### src/rtl/decoding_stage_controller_pkg.sv
// Shared stage codes and controller state encoding for the decoding sequencer.
package decoding_stage_controller_pkg;

  localparam int STAGE_WIDTH = 3;

  localparam logic [STAGE_WIDTH-1:0] STAGE_IDLE                = 3'd0;
  localparam logic [STAGE_WIDTH-1:0] STAGE_MEASUREMENT_LOADING = 3'd1;
  localparam logic [STAGE_WIDTH-1:0] STAGE_GROW                = 3'd2;
  localparam logic [STAGE_WIDTH-1:0] STAGE_MERGE               = 3'd3;
  localparam logic [STAGE_WIDTH-1:0] STAGE_PEELING             = 3'd4;
  localparam logic [STAGE_WIDTH-1:0] STAGE_RESULT_VALID        = 3'd5;
  localparam logic [STAGE_WIDTH-1:0] STAGE_WRITE_TO_MEM        = 3'd6;

  typedef enum logic [2:0] {
    ST_IDLE,
    ST_LOAD,
    ST_GROW,
    ST_MERGE,
    ST_PEEL,
    ST_RESULT,
    ST_CTX_SWITCH
  } ctrl_state_e;

  // Stage code broadcast to the PE array while the controller sits in a state.
  function automatic logic [STAGE_WIDTH-1:0] stage_of(input ctrl_state_e s);
    case (s)
      ST_LOAD:       return STAGE_MEASUREMENT_LOADING;
      ST_GROW:       return STAGE_GROW;
      ST_MERGE:      return STAGE_MERGE;
      ST_PEEL:       return STAGE_PEELING;
      ST_RESULT:     return STAGE_RESULT_VALID;
      ST_CTX_SWITCH: return STAGE_WRITE_TO_MEM;
      default:       return STAGE_IDLE;
    endcase
  endfunction

endpackage

### src/rtl/decoding_stage_controller_flag_reduce_tree.sv
// OR reduction of per-PE status flags; purely combinational so the
// controller sees the aggregate in the same cycle the PEs present it.
module decoding_stage_controller_flag_reduce_tree
  import decoding_stage_controller_pkg::*;
#(
  parameter int WIDTH = 64
) (
  input  logic [WIDTH-1:0] flags,
  output logic             any_set
);

  assign any_set = |flags;

endmodule

### src/rtl/decoding_stage_controller.sv
// Global sequencer for the PE array: load, grow/merge until no odd cluster
// remains (or the iteration limit hits), peel, hand off the result, then
// rotate to the next stored context.
module decoding_stage_controller
  import decoding_stage_controller_pkg::*;
#(
  parameter int PE_COUNT     = 64,
  parameter int NUM_CONTEXTS = 2,
  parameter int MERGE_SETTLE = 3,
  parameter int PEEL_CYCLES  = 2,
  parameter int MAX_ITER     = 31,
  parameter int ITER_WIDTH   = 5,
  localparam int CTX_W = (NUM_CONTEXTS > 1) ? $clog2(NUM_CONTEXTS) : 1
) (
  input  logic                   clk,
  input  logic                   reset,
  input  logic                   start_valid,
  output logic                   start_ready,
  input  logic [PE_COUNT-1:0]    pe_busy,
  input  logic [PE_COUNT-1:0]    pe_odd,
  output logic [STAGE_WIDTH-1:0] global_stage,
  output logic [CTX_W-1:0]       context_id,
  output logic [ITER_WIDTH-1:0]  iteration_count,
  output logic                   result_valid,
  input  logic                   result_ready,
  output logic                   timeout_error
);

  localparam int MCW = $clog2(MERGE_SETTLE + 1);
  localparam int PCW = (PEEL_CYCLES > 1) ? $clog2(PEEL_CYCLES) : 1;
  localparam logic [MCW-1:0]        MERGE_DONE = MCW'(MERGE_SETTLE);
  localparam logic [PCW-1:0]        PEEL_LOAD  = PCW'(PEEL_CYCLES - 1);
  localparam logic [ITER_WIDTH-1:0] ITER_LIMIT = ITER_WIDTH'(MAX_ITER);
  localparam logic [CTX_W-1:0]      CTX_LAST   = CTX_W'(NUM_CONTEXTS - 1);

  ctrl_state_e            state_q, state_d;
  logic [STAGE_WIDTH-1:0] stage_q;
  logic [MCW-1:0]         merge_cnt_q;
  logic [PCW-1:0]         peel_cnt_q;
  logic [ITER_WIDTH-1:0]  iter_q;
  logic                   timeout_q;
  logic [CTX_W-1:0]       ctx_q;
  logic                   busy_any, odd_any;
  logic                   set_timeout;

  function automatic logic [ITER_WIDTH-1:0] iter_sat_inc(input logic [ITER_WIDTH-1:0] v);
    return (v == '1) ? v : v + 1'b1;
  endfunction

  decoding_stage_controller_flag_reduce_tree #(.WIDTH(PE_COUNT)) u_busy_or (
    .flags   (pe_busy),
    .any_set (busy_any)
  );

  decoding_stage_controller_flag_reduce_tree #(.WIDTH(PE_COUNT)) u_odd_or (
    .flags   (pe_odd),
    .any_set (odd_any)
  );

  // Next-state selection; merge exit waits out the settle window because
  // busy still reflects the previous merge until the PEs re-register stage.
  always_comb begin
    state_d     = state_q;
    set_timeout = 1'b0;
    case (state_q)
      ST_IDLE:  if (start_valid) state_d = ST_LOAD;
      ST_LOAD:  state_d = ST_GROW;
      ST_GROW:  state_d = ST_MERGE;
      ST_MERGE: begin
        if (merge_cnt_q == MERGE_DONE && !busy_any) begin
          if (!odd_any) begin
            state_d = ST_PEEL;
          end else if (iter_q < ITER_LIMIT) begin
            state_d = ST_GROW;
          end else begin
            state_d     = ST_PEEL;
            set_timeout = 1'b1;
          end
        end
      end
      ST_PEEL:  if (peel_cnt_q == '0) state_d = ST_RESULT;
      ST_RESULT: begin
        if (result_ready) state_d = (NUM_CONTEXTS > 1) ? ST_CTX_SWITCH : ST_IDLE;
      end
      ST_CTX_SWITCH: state_d = ST_IDLE;
      default:  state_d = ST_IDLE;
    endcase
  end

  // State register with the broadcast stage code registered alongside it.
  always_ff @(posedge clk) begin
    if (reset) begin
      state_q <= ST_IDLE;
      stage_q <= STAGE_IDLE;
    end else begin
      state_q <= state_d;
      stage_q <= stage_of(state_d);
    end
  end

  // Iteration, merge-settle and peel counters plus the timeout flag.
  always_ff @(posedge clk) begin
    if (reset) begin
      merge_cnt_q <= '0;
      peel_cnt_q  <= '0;
      iter_q      <= '0;
      timeout_q   <= 1'b0;
    end else begin
      case (state_q)
        ST_IDLE: begin
          if (start_valid) begin
            iter_q    <= '0;
            timeout_q <= 1'b0;
          end
        end
        ST_GROW: begin
          iter_q      <= iter_sat_inc(iter_q);
          merge_cnt_q <= MCW'(1);
        end
        ST_MERGE: begin
          if (merge_cnt_q != MERGE_DONE) merge_cnt_q <= merge_cnt_q + 1'b1;
        end
        default: ;
      endcase
      if (set_timeout) timeout_q <= 1'b1;
      if (state_d == ST_PEEL && state_q != ST_PEEL) begin
        peel_cnt_q <= PEEL_LOAD;
      end else if (state_q == ST_PEEL && peel_cnt_q != '0) begin
        peel_cnt_q <= peel_cnt_q - 1'b1;
      end
    end
  end

  // Context index advances once per completed decode, wrapping at the last slot.
  always_ff @(posedge clk) begin
    if (reset) begin
      ctx_q <= '0;
    end else if (state_q == ST_CTX_SWITCH) begin
      ctx_q <= (ctx_q == CTX_LAST) ? '0 : ctx_q + 1'b1;
    end
  end

  assign start_ready     = (state_q == ST_IDLE) && !reset;
  assign result_valid    = (state_q == ST_RESULT);
  assign global_stage    = stage_q;
  assign context_id      = ctx_q;
  assign iteration_count = iter_q;
  assign timeout_error   = timeout_q;

endmodule

### config.mk
export PLATFORM = sky130hd
export DESIGN_NAME = decoding_stage_controller
export DESIGN_NICKNAME = d
export VERILOG_FILES = /design/src/rtl/decoding_stage_controller_pkg.sv /design/src/rtl/decoding_stage_controller_flag_reduce_tree.sv /design/src/rtl/decoding_stage_controller.sv
export SDC_FILE = /design/constraint.sdc
export NUM_CORES = 1
export LEC_CHECK = 0
export CORE_MARGIN = 2
export CORE_UTILIZATION = 28
export CTS_BUF_LIST = sky130_fd_sc_hd__clkbuf_4
export CTS_CLUSTER_DIAMETER = 30
export DETAILED_ROUTE_END_ITERATION = 10
export PLACE_DENSITY_LB_ADDON = 0.3
export SYNTH_ARGS = -nofsm -noshare
export SYNTH_HDL_FRONTEND = slang
export SYNTH_SLANG_ARGS = --single-unit
### constraint.sdc
create_clock -name clk -period 4.5 [get_ports clk]
set_clock_uncertainty 0.1 [all_clocks]
set_input_delay 1.125 -clock clk [delete_from_list [all_inputs] [get_ports clk]]
set_output_delay 1.125 -clock clk [all_outputs]
set_load 0.01 [all_outputs]
==> flow_summary.html, run 1 <==
<table>
<tr><th>Metric</th><th>Value</th></tr>
<tr><th colspan="2">Synthesis</th></tr>
<tr><td>Synth Cell Area</td><td>between 1000 and 1500 um2</td></tr>
<tr><td>Gate count of the mapped netlist</td><td>about 130</td></tr>
<tr><td>Most frequent cells after synthesis</td><td>nor4_1 (25), dfxtp_1 (16), a21oi_1 (9), nand4_1 (9), nor2_1 (9)</td></tr>
<tr><td>Cell taking the most area after synthesis</td><td>dfxtp_1</td></tr>
<tr><td>Number of warnings printed during yosys synthesis</td><td>0</td></tr>
<tr><td>Per-instance average area after synthesis</td><td>roughly 8.5 um2</td></tr>
<tr><td>Number of distinct standard cells referenced by the synthesized netlist</td><td>35</td></tr>
<tr><td>Synthesis-stage register bit count</td><td>16</td></tr>
<tr><td>Number of enable-type register cells in the synthesized netlist</td><td>0</td></tr>
<tr><td>Share of Yosys cell area claimed by the top area cell type</td><td>~29%</td></tr>
<tr><td>Top_reg_cell synth</td><td>dfxtp_1</td></tr>
<tr><td>Leading post-synthesis cells by cell area</td><td>dfxtp_1 (29%), nor4_1 (14%), nor4_2 (7.8%)</td></tr>
<tr><td>Post-Syn Nets</td><td>roughly 270</td></tr>
<tr><td>Async SR Flop Fraction</td><td>0%</td></tr>
<tr><td>Leading cell type by number of instances after synthesis</td><td>nor4_1</td></tr>
<tr><td>Post-synthesis sequential area ratio</td><td>between 20% and 30%</td></tr>
<tr><th colspan="2">Global route</th></tr>
<tr><td>Via count of the first global-routing pass</td><td>around 1700</td></tr>
<tr><td>Antenna violations before repair</td><td>0</td></tr>
<tr><td>Overall fraction of global-route tracks in use</td><td>around a fifth</td></tr>
<tr><td>First-pass GRT wire length</td><td>~7 mm</td></tr>
<tr><td>Maximum number of pins on one net before global-route repair</td><td>19</td></tr>
<tr><td>Global-route congestion overflow total</td><td>0</td></tr>
<tr><th colspan="2">Place</th></tr>
<tr><td>Number of buffers inserted by port buffering</td><td>143</td></tr>
<tr><td>Gpl congestion</td><td>between 0.7 and 0.8</td></tr>
<tr><td>Total half-perimeter wirelength after legalization and detailed placement</td><td>a little over 4 mm</td></tr>
<tr><td>Pre-CTS worst setup slack</td><td>between 800 and 900 ps</td></tr>
<tr><td>Instance area after placement</td><td>~2600 um2</td></tr>
<tr><th colspan="2">Finish</th></tr>
<tr><td>Number of antenna cells inserted</td><td>0</td></tr>
<tr><td>Filler Cells Inserted</td><td>roughly 330</td></tr>
<tr><td>Layout Area Growth over Synthesis</td><td>135%</td></tr>
<tr><td>Area occupied by multi-input gates</td><td>approximately 780 um2</td></tr>
<tr><td>FF/Latch Area</td><td>roughly 320 um2</td></tr>
<tr><td>Final net count</td><td>412</td></tr>
<tr><td>Proportion of layout cells with a drive suffix above 1</td><td>5.43%</td></tr>
<tr><td>Non-Filler Cell Area, Final</td><td>around 2600 um2</td></tr>
<tr><th colspan="2">Worst hold path</th></tr>
<tr><td>Hold crit path type</td><td>flip-flop to flip-flop</td></tr>
<tr><td>Hold Path Depth</td><td>2</td></tr>
<tr><td>Hold Crit Start</td><td>context_id</td></tr>
<tr><td>Hold EP</td><td>context_id</td></tr>
<tr><th colspan="2">Run</th></tr>
<tr><td>Maximum Capacitance Violations</td><td>0</td></tr>
<tr><th colspan="2">Clock tree</th></tr>
<tr><td>Count of hold buffers inserted by post-cts repair</td><td>0</td></tr>
<tr><td>Cell chosen for the clock root</td><td>clkbuf_4</td></tr>
<tr><td>CTS H-Tree Depth</td><td>1</td></tr>
<tr><td>PostCTS Resize Cnt</td><td>0</td></tr>
<tr><td>Clock tree from TritonCTS</td><td>done</td></tr>
<tr><td>Sink count of the clock tree</td><td>16</td></tr>
<tr><td>Buffer count from post-CTS setup fixing</td><td>0</td></tr>
<tr><td>Later-pin clock latency in the skew report</td><td>a little under 300 ps</td></tr>
<tr><td>Clk buf depth</td><td>2</td></tr>
<tr><td>Post-CTS clock slew at the launch and capture registers of the worst setup and hold paths</td><td>90 ps</td></tr>
<tr><td>Number of buffers inserted during clock tree synthesis</td><td>3</td></tr>
<tr><th colspan="2">Setup path</th></tr>
<tr><td>Worst flop-to-flop path endpoint</td><td>global_stage[1]</td></tr>
<tr><td>Worst Path Max Fanout</td><td>2</td></tr>
<tr><td>Most frequent CP cell</td><td>clkdlybuf4s50_1</td></tr>
<tr><td>Setup Crit Path Kind</td><td>primary input to output pin</td></tr>
<tr><td>Reg2reg setup slack</td><td>~2500 ps</td></tr>
<tr><td>Crit Reg-Reg Startpoint</td><td>merge_cnt_q[0]</td></tr>
<tr><td>Arrival time of data at the critical path endpoint</td><td>2370 ps</td></tr>
<tr><td>List of cells traversed by the critical path</td><td>clkdlybuf4s50_1, nor4_1, clkdlybuf4s50_1</td></tr>
<tr><td>Setup crit start kind</td><td>primary input</td></tr>
<tr><td>Critical Path Sink Type</td><td>output pin</td></tr>
<tr><td>Data required time of the critical path</td><td>3270 ps</td></tr>
<tr><td>R2r worst-path depth</td><td>6</td></tr>
<tr><td>Master of the slowest instance on the critical path</td><td>clkdlybuf4s50_1</td></tr>
<tr><td>Max stage delay on crit path</td><td>between 500 and 600 ps</td></tr>
<tr><th colspan="2">Die</th></tr>
<tr><td>Die span in x</td><td>~67 um</td></tr>
<tr><td>Total Die Area</td><td>between 4000 and 5000 um2</td></tr>
<tr><td>Vert. Die Dim</td><td>roughly 67 um</td></tr>
<tr><td>I/O pin count</td><td>around 140</td></tr>
<tr><td>Area inside the core boundary</td><td>between 3000 and 4000 um2</td></tr>
<tr><td>Initial core utilization</td><td>about 30%</td></tr>
<tr><td>Row Count</td><td>22</td></tr>
<tr><th colspan="2">Timing</th></tr>
<tr><td>Hold Vio Cnt, Final</td><td>0</td></tr>
<tr><td>Ratio of final minimum period to clock period</td><td>~80%</td></tr>
<tr><td>Worst-Margin Slew</td><td>479 ps</td></tr>
<tr><td>Setup repair after global routing missed its margin</td><td>false</td></tr>
<tr><td>Normalized max-slew margin</td><td>about two thirds</td></tr>
<tr><td>TNS Setup</td><td>0 ps</td></tr>
<tr><td>Post-route minimum period</td><td>approximately 3600 ps</td></tr>
<tr><td>Total setup violations reported at the end of the flow</td><td>0</td></tr>
<tr><td>Final max-slew violation count</td><td>0</td></tr>
<tr><td>Least setup slack across all paths after layout</td><td>901 ps</td></tr>
<tr><td>Peak Freq</td><td>278 MHz</td></tr>
<tr><th colspan="2">Drt</th></tr>
<tr><td>Vias per std cell</td><td>slightly above 5</td></tr>
<tr><td>Vias</td><td>between 1500 and 2000</td></tr>
<tr><td>Number of remaining DRC errors</td><td>0</td></tr>
<tr><td>TritonRoute pass-1 iters</td><td>4</td></tr>
<tr><td>Overall routed net length</td><td>roughly 4.6 mm</td></tr>
<tr><td>Number of DRC markers in iteration 0</td><td>55</td></tr>
<tr><td>Antenna-violating nets left</td><td>0</td></tr>
<tr><td>Mean routed wirelength per cell</td><td>~14 um</td></tr>
<tr><th colspan="2">Power</th></tr>
<tr><td>Power density cells</td><td>198 nW/um2</td></tr>
<tr><td>Worst-case vdd ir drop</td><td>between 0.09 and 0.1 mV</td></tr>
<tr><td>Leakage power</td><td>about 0.88 nW</td></tr>
<tr><th colspan="2">Run status</th></tr>
<tr><td>Outcome</td><td>completed</td></tr>
</table>
routing by layer:
metal | part of all wire (%) | global-route usage, % | vias to the layer above | routed length, um
met4 | 1.2 | 5.87 | 0 | 55
met2 | 59 | 40.0 | 66 | 2730
li1 | - | - | 827 | -
met3 | 4.9 | 2.50 | 7 | 227
met5 | 0 | 0 | - | 0
met1 | 35 | 21.3 | 771 | 1600
metrics by stage:
step | utilization, % | hold WS [ps] | power [mW] | std cells
finish | 70.1 | 389 | 0.520 | 324
global route | 70.1 | 416 | 0.552 | 324
CTS | 70.1 | 389 | 0.521 | 324
detailed placement | 69.4 | 372 | 0.442 | 320
global placement | 69.4 | 364 | 0.437 | 320
floorplan | - | 344 | 0.281 | 132
worst max-delay path by stage:
stage | from | cells past startpoint | end
4_1_cts | reset | 3 | start_ready
6_report | reset | 3 | start_ready
3_5_place_dp | reset | 3 | start_ready
5_1_grt | reset | 3 | start_ready
3_3_place_gp | reset | 3 | start_ready
2_1_floorplan | reset | 2 | start_ready
cell usage in the layout, fill, tap and decap left out:
| cell | instances |
|---|---|
| nor4b_4 | 1 |
| clkdlybuf4s50_1 | 143 |
| and3_1 | 3 |
| a21oi_1 | 9 |
| nand4_1 | 9 |
| nand3b_1 | 2 |
| clkinv_1 | 1 |
| clkbuf_4 | 3 |
| o21ai_0 | 4 |
| nor4_2 | 7 |
| ha_1 | 3 |
| or3b_1 | 2 |
| a211oi_1 | 5 |
| nand2b_1 | 1 |
| or3b_2 | 1 |
| o21bai_1 | 2 |
| nand3_1 | 2 |
| nor3_1 | 2 |
| a311oi_1 | 1 |
| inv_1 | 1 |
| o22a_1 | 1 |
| o22ai_1 | 1 |
| nand2_1 | 8 |
| nor2_1 | 9 |
| nor4_1 | 25 |
| or3_1 | 3 |
| dfxtp_1 | 16 |
| xnor2_1 | 1 |
| and2_1 | 1 |
| buf_4 | 1 |
| nor4_4 | 2 |
| o21a_1 | 1 |
| nor2b_1 | 2 |
| mux2i_1 | 1 |
| nor3b_1 | 1 |
| nand4b_1 | 1 |
flip-flops by register name, indices dropped and copies added, names as in the netlist:
register,flops
iteration_count,5
context_id,1
peel_cnt_q,1
state_q,3
merge_cnt_q,2
global_stage,3
timeout_error,1
report_power, final:
group / total, mW / switching (mW) / internal, mW / leakage [nW]
clock network: 0.0797 / 0.0475 / 0.0322 / 0.0154
logic: 0.247 / 0.0822 / 0.165 / 0.734
registers: 0.193 / 0.0305 / 0.163 / 0.130
total: 0.520 / 0.160 / 0.360 / 0.880
cell families (layout without fill, tap and decap cells):
logic type / count (synthesis) / count (layout) / share of synthesized area (%)
buffers and inverters: 5 / 149 / 1.79
DFF: 16 / 16 / 28.7
adders and majority gates: 3 / 3 / 3.36
muxes: 1 / 1 / 0.897
and+or+nand+nor: 82 / 82 / 51.1
AOI/OAI and AO/OA: 24 / 24 / 13.3
xor gates and xnor gates: 1 / 1 / 0.785
worst max-delay path, delay by kind of cell:
family,cells,cell delay (ps)
and+or+nand+nor,1,210
buffers and inverters,2,1040
cell type report:
| type | instances | share of cell area [%] |
|---|---|---|
| Timing Repair Buffer | 144 | 54.8 |
| Clock buffer | 3 | 0.858 |
| Tap cell | 48 | 2.29 |
| Inverter | 1 | 0.143 |
| Clock inverter | 1 | 0.143 |
| Sequential cell | 16 | 12.2 |
| Multi-Input combinational cell | 111 | 29.6 |
(Power assumes the default switching activity.)
==> run 2, diff against run 1 <==
Settings changed: CORE_UTILIZATION 28 to 24.
Clock period 4.5 ns to 3.1 ns, I/O delays scaled along.
==> run 2 against run 1 <==
- register-to-register slack got worse by 1300 ps
- clock-buffer cell count did not move
- combinational power rose by 46%
- flip-flop and latch count did not move
- final area barely moved
==> flow_summary.html, run 2 (synthesis gave the netlist of run 1 again) <==
<table>
<tr><th>Metric</th><th>Value</th></tr>
<tr><th colspan="2">Global route</th></tr>
<tr><td>First-pass GRT wire length</td><td>7.47 mm (+7.3%)</td></tr>
<tr><td>Via count of the first global-routing pass</td><td>1632 (-2.3%)</td></tr>
<tr><td>Overall fraction of global-route tracks in use</td><td>18.3% (-1.6 points)</td></tr>
<tr><td>Antenna violations before repair</td><td>0 (unchanged)</td></tr>
<tr><td>Global-route congestion overflow total</td><td>0 (unchanged)</td></tr>
<tr><td>Maximum number of pins on one net before global-route repair</td><td>19 (unchanged)</td></tr>
<tr><th colspan="2">Clock tree</th></tr>
<tr><td>Clk buf depth</td><td>2 (unchanged)</td></tr>
<tr><td>Later-pin clock latency in the skew report</td><td>280 ps (about the same)</td></tr>
<tr><td>Buffer count from post-CTS setup fixing</td><td>0 (unchanged)</td></tr>
<tr><td>Count of hold buffers inserted by post-cts repair</td><td>0 (unchanged)</td></tr>
<tr><td>Sink count of the clock tree</td><td>16 (unchanged)</td></tr>
<tr><td>PostCTS Resize Cnt</td><td>0 (unchanged)</td></tr>
<tr><td>Clock tree from TritonCTS</td><td>done</td></tr>
<tr><td>Post-CTS clock slew at the launch and capture registers of the worst setup and hold paths</td><td>90 ps (about the same)</td></tr>
<tr><td>Cell chosen for the clock root</td><td>clkbuf_4</td></tr>
<tr><td>CTS H-Tree Depth</td><td>1 (unchanged)</td></tr>
<tr><td>Number of buffers inserted during clock tree synthesis</td><td>3 (unchanged)</td></tr>
<tr><th colspan="2">Setup path</th></tr>
<tr><td>Data required time of the critical path</td><td>2220 ps (-1050 ps)</td></tr>
<tr><td>List of cells traversed by the critical path</td><td>clkdlybuf4s50_1, nor4_1, clkdlybuf4s50_1</td></tr>
<tr><td>Worst Path Max Fanout</td><td>2 (unchanged)</td></tr>
<tr><td>Max stage delay on crit path</td><td>600 ps (about the same)</td></tr>
<tr><td>Setup Crit Path Kind</td><td>primary input to output pin</td></tr>
<tr><td>Master of the slowest instance on the critical path</td><td>clkdlybuf4s50_1</td></tr>
<tr><td>Critical Path Sink Type</td><td>output pin</td></tr>
<tr><td>Arrival time of data at the critical path endpoint</td><td>2050 ps (-320 ps)</td></tr>
<tr><td>Setup crit start kind</td><td>primary input</td></tr>
<tr><td>Most frequent CP cell</td><td>clkdlybuf4s50_1</td></tr>
<tr><th colspan="2">Place</th></tr>
<tr><td>Pre-CTS worst setup slack</td><td>135 ps (-763 ps)</td></tr>
<tr><td>Gpl congestion</td><td>0.810 (+2.3%)</td></tr>
<tr><td>Number of buffers inserted by port buffering</td><td>143 (unchanged)</td></tr>
<tr><td>Instance area after placement</td><td>2600 um2 (+0.19%)</td></tr>
<tr><td>Dpl cells</td><td>324 (+1.3%)</td></tr>
<tr><td>Total half-perimeter wirelength after legalization and detailed placement</td><td>4.47 mm (+7.5%)</td></tr>
<tr><th colspan="2">Drt</th></tr>
<tr><td>Antenna-violating nets left</td><td>0 (unchanged)</td></tr>
<tr><td>TritonRoute pass-1 iters</td><td>4 (unchanged)</td></tr>
<tr><td>Mean routed wirelength per cell</td><td>15.1 um (+6.0%)</td></tr>
<tr><td>Vias per std cell</td><td>5.10 (-1.1%)</td></tr>
<tr><td>Overall routed net length</td><td>4.93 mm (+7.0%)</td></tr>
<tr><td>Vias</td><td>1668 (-0.18%)</td></tr>
<tr><td>Number of remaining DRC errors</td><td>0 (unchanged)</td></tr>
<tr><td>Number of DRC markers in iteration 0</td><td>24 (-56%)</td></tr>
<tr><th colspan="2">Finish</th></tr>
<tr><td>Most common library cell in the layout ignoring fill and taps</td><td>clkdlybuf4s50_1</td></tr>
<tr><td>Final instance count without filler cells</td><td>327 (+0.93%)</td></tr>
<tr><td>Filler Cells Inserted</td><td>401 (+23%)</td></tr>
<tr><td>FF/Latch Area</td><td>320 um2 (unchanged)</td></tr>
<tr><td>Final net count</td><td>412 (unchanged)</td></tr>
<tr><td>Non-Filler Cell Area, Final</td><td>2630 um2 (about the same)</td></tr>
<tr><td>Commonest cells after routing, fill and taps aside</td><td>clkdlybuf4s50_1 (143), nor4_1 (25), dfxtp_1 (16)</td></tr>
<tr><td>Area occupied by multi-input gates</td><td>776 um2 (unchanged)</td></tr>
<tr><td>Proportion of layout cells with a drive suffix above 1</td><td>5.45% (+0.020 points)</td></tr>
<tr><td>Max FFs per register</td><td>5 (unchanged)</td></tr>
<tr><td>Number of antenna cells inserted</td><td>0 (unchanged)</td></tr>
<tr><td>Layout Area Growth over Synthesis</td><td>135% (about the same)</td></tr>
<tr><th colspan="2">Power</th></tr>
<tr><td>Sw Share</td><td>30.7% (-0.046 points)</td></tr>
<tr><td>Power density cells</td><td>286 nW/um2 (+44%)</td></tr>
<tr><td>Worst-case vdd ir drop</td><td>0.147 mV (+48%)</td></tr>
<tr><td>Net Switching</td><td>0.231 mW (+44%)</td></tr>
<tr><td>Power share of the sequential group</td><td>37.5% (+0.4 points)</td></tr>
<tr><td>Clock power frac</td><td>14.7% (-0.6 points)</td></tr>
<tr><td>Internal power summed over all cells</td><td>0.521 mW (+45%)</td></tr>
<tr><td>Combinational share of power</td><td>47.8% (+0.3 points)</td></tr>
<tr><td>Leakage power</td><td>0.878 nW (-0.18%)</td></tr>
<tr><th colspan="2">Die</th></tr>
<tr><td>Vert. Die Dim</td><td>72.2 um (+7.5%)</td></tr>
<tr><td>Total Die Area</td><td>5210 um2 (+16%)</td></tr>
<tr><td>Row Count</td><td>24 (+9.1%)</td></tr>
<tr><td>Area inside the core boundary</td><td>4410 um2 (+18%)</td></tr>
<tr><td>Initial core utilization</td><td>25.3% (-4.5 points)</td></tr>
<tr><td>Die span in x</td><td>72.2 um (+7.5%)</td></tr>
<tr><td>I/O pin count</td><td>144 (unchanged)</td></tr>
<tr><th colspan="2">Timing</th></tr>
<tr><td>Total setup violations reported at the end of the flow</td><td>0 (unchanged)</td></tr>
<tr><td>Normalized max-slew margin</td><td>67.3% (-0.53 points)</td></tr>
<tr><td>Ratio of final minimum period to clock period</td><td>between 90% and 100%</td></tr>
<tr><td>Worst Hold Margin</td><td>375 ps (-13.6 ps)</td></tr>
<tr><td>TNS Setup</td><td>0 ps (unchanged)</td></tr>
<tr><td>Setup repair after global routing missed its margin</td><td>false</td></tr>
<tr><td>Worst-Margin Slew</td><td>490 ps (+10.6 ps)</td></tr>
<tr><td>Peak Freq</td><td>between 300 and 400 MHz</td></tr>
<tr><td>Post-route minimum period</td><td>between 2000 and 3000 ps</td></tr>
<tr><td>Least setup slack across all paths after layout</td><td>173 ps (-728 ps)</td></tr>
<tr><td>Final max-slew violation count</td><td>0 (unchanged)</td></tr>
<tr><td>Hold Vio Cnt, Final</td><td>0 (unchanged)</td></tr>
<tr><th colspan="2">Run</th></tr>
<tr><td>Maximum Capacitance Violations</td><td>0 (unchanged)</td></tr>
<tr><th colspan="2">Run status</th></tr>
<tr><td>Outcome</td><td>completed</td></tr>
<tr><th colspan="2">Worst hold path</th></tr>
<tr><td>Hold crit path type</td><td>flip-flop to flip-flop</td></tr>
</table>
[run 2: final cells by class]
cell class / count / share of cell area [%]
clock buffers: 3 / 0.858
inverters: 1 / 0.143
multi-input cells: 111 / 29.5
flip-flops and latches: 16 / 12.2
well taps: 52 / 2.48
repair buffers: 144 / 54.8
[run 2: path summary, 6_finish.rpt]
kind / from / end / slack, ps / cells after the start
worst min register to register: timeout_error / timeout_error / 380 / 2
worst min-delay path: timeout_error / timeout_error / 380 / 2
worst max-delay path: reset / start_ready / 170 / 3
worst max register to register: merge_cnt_q[0] / state_q[1] / 1130 / 6
[run 2: metal layers]
metal	global-route usage [%]	up-vias	part of all wire [%]
li1	-	827	-
met1	17.4	732	35
met2	37.3	107	52
met3	5.42	2	12
met4	5.03	0	0.55
met5	0	-	0
[run 2: power groups by stage]
stage	combinational [mW]	sequential, mW	clock [mW]
floorplan	0.141	0.266	0
global placement	0.356	0.284	0
detailed placement	0.362	0.286	0
CTS	0.364	0.281	0.113
global route	0.390	0.288	0.121
finish	0.360	0.282	0.110
[run 2: per-stage QoR]
stage	utilization [%]	power [mW]
detailed placement	59.0	0.648
global route	59.5	0.799
CTS	59.5	0.758
floorplan	-	0.407
finish	59.5	0.752
global placement	59.0	0.641
[run 2: critical path: cells and delay by family]
family                 cells  cell delay, ps
buffers and inverters      2            1050
and+or+nand+nor            1             230
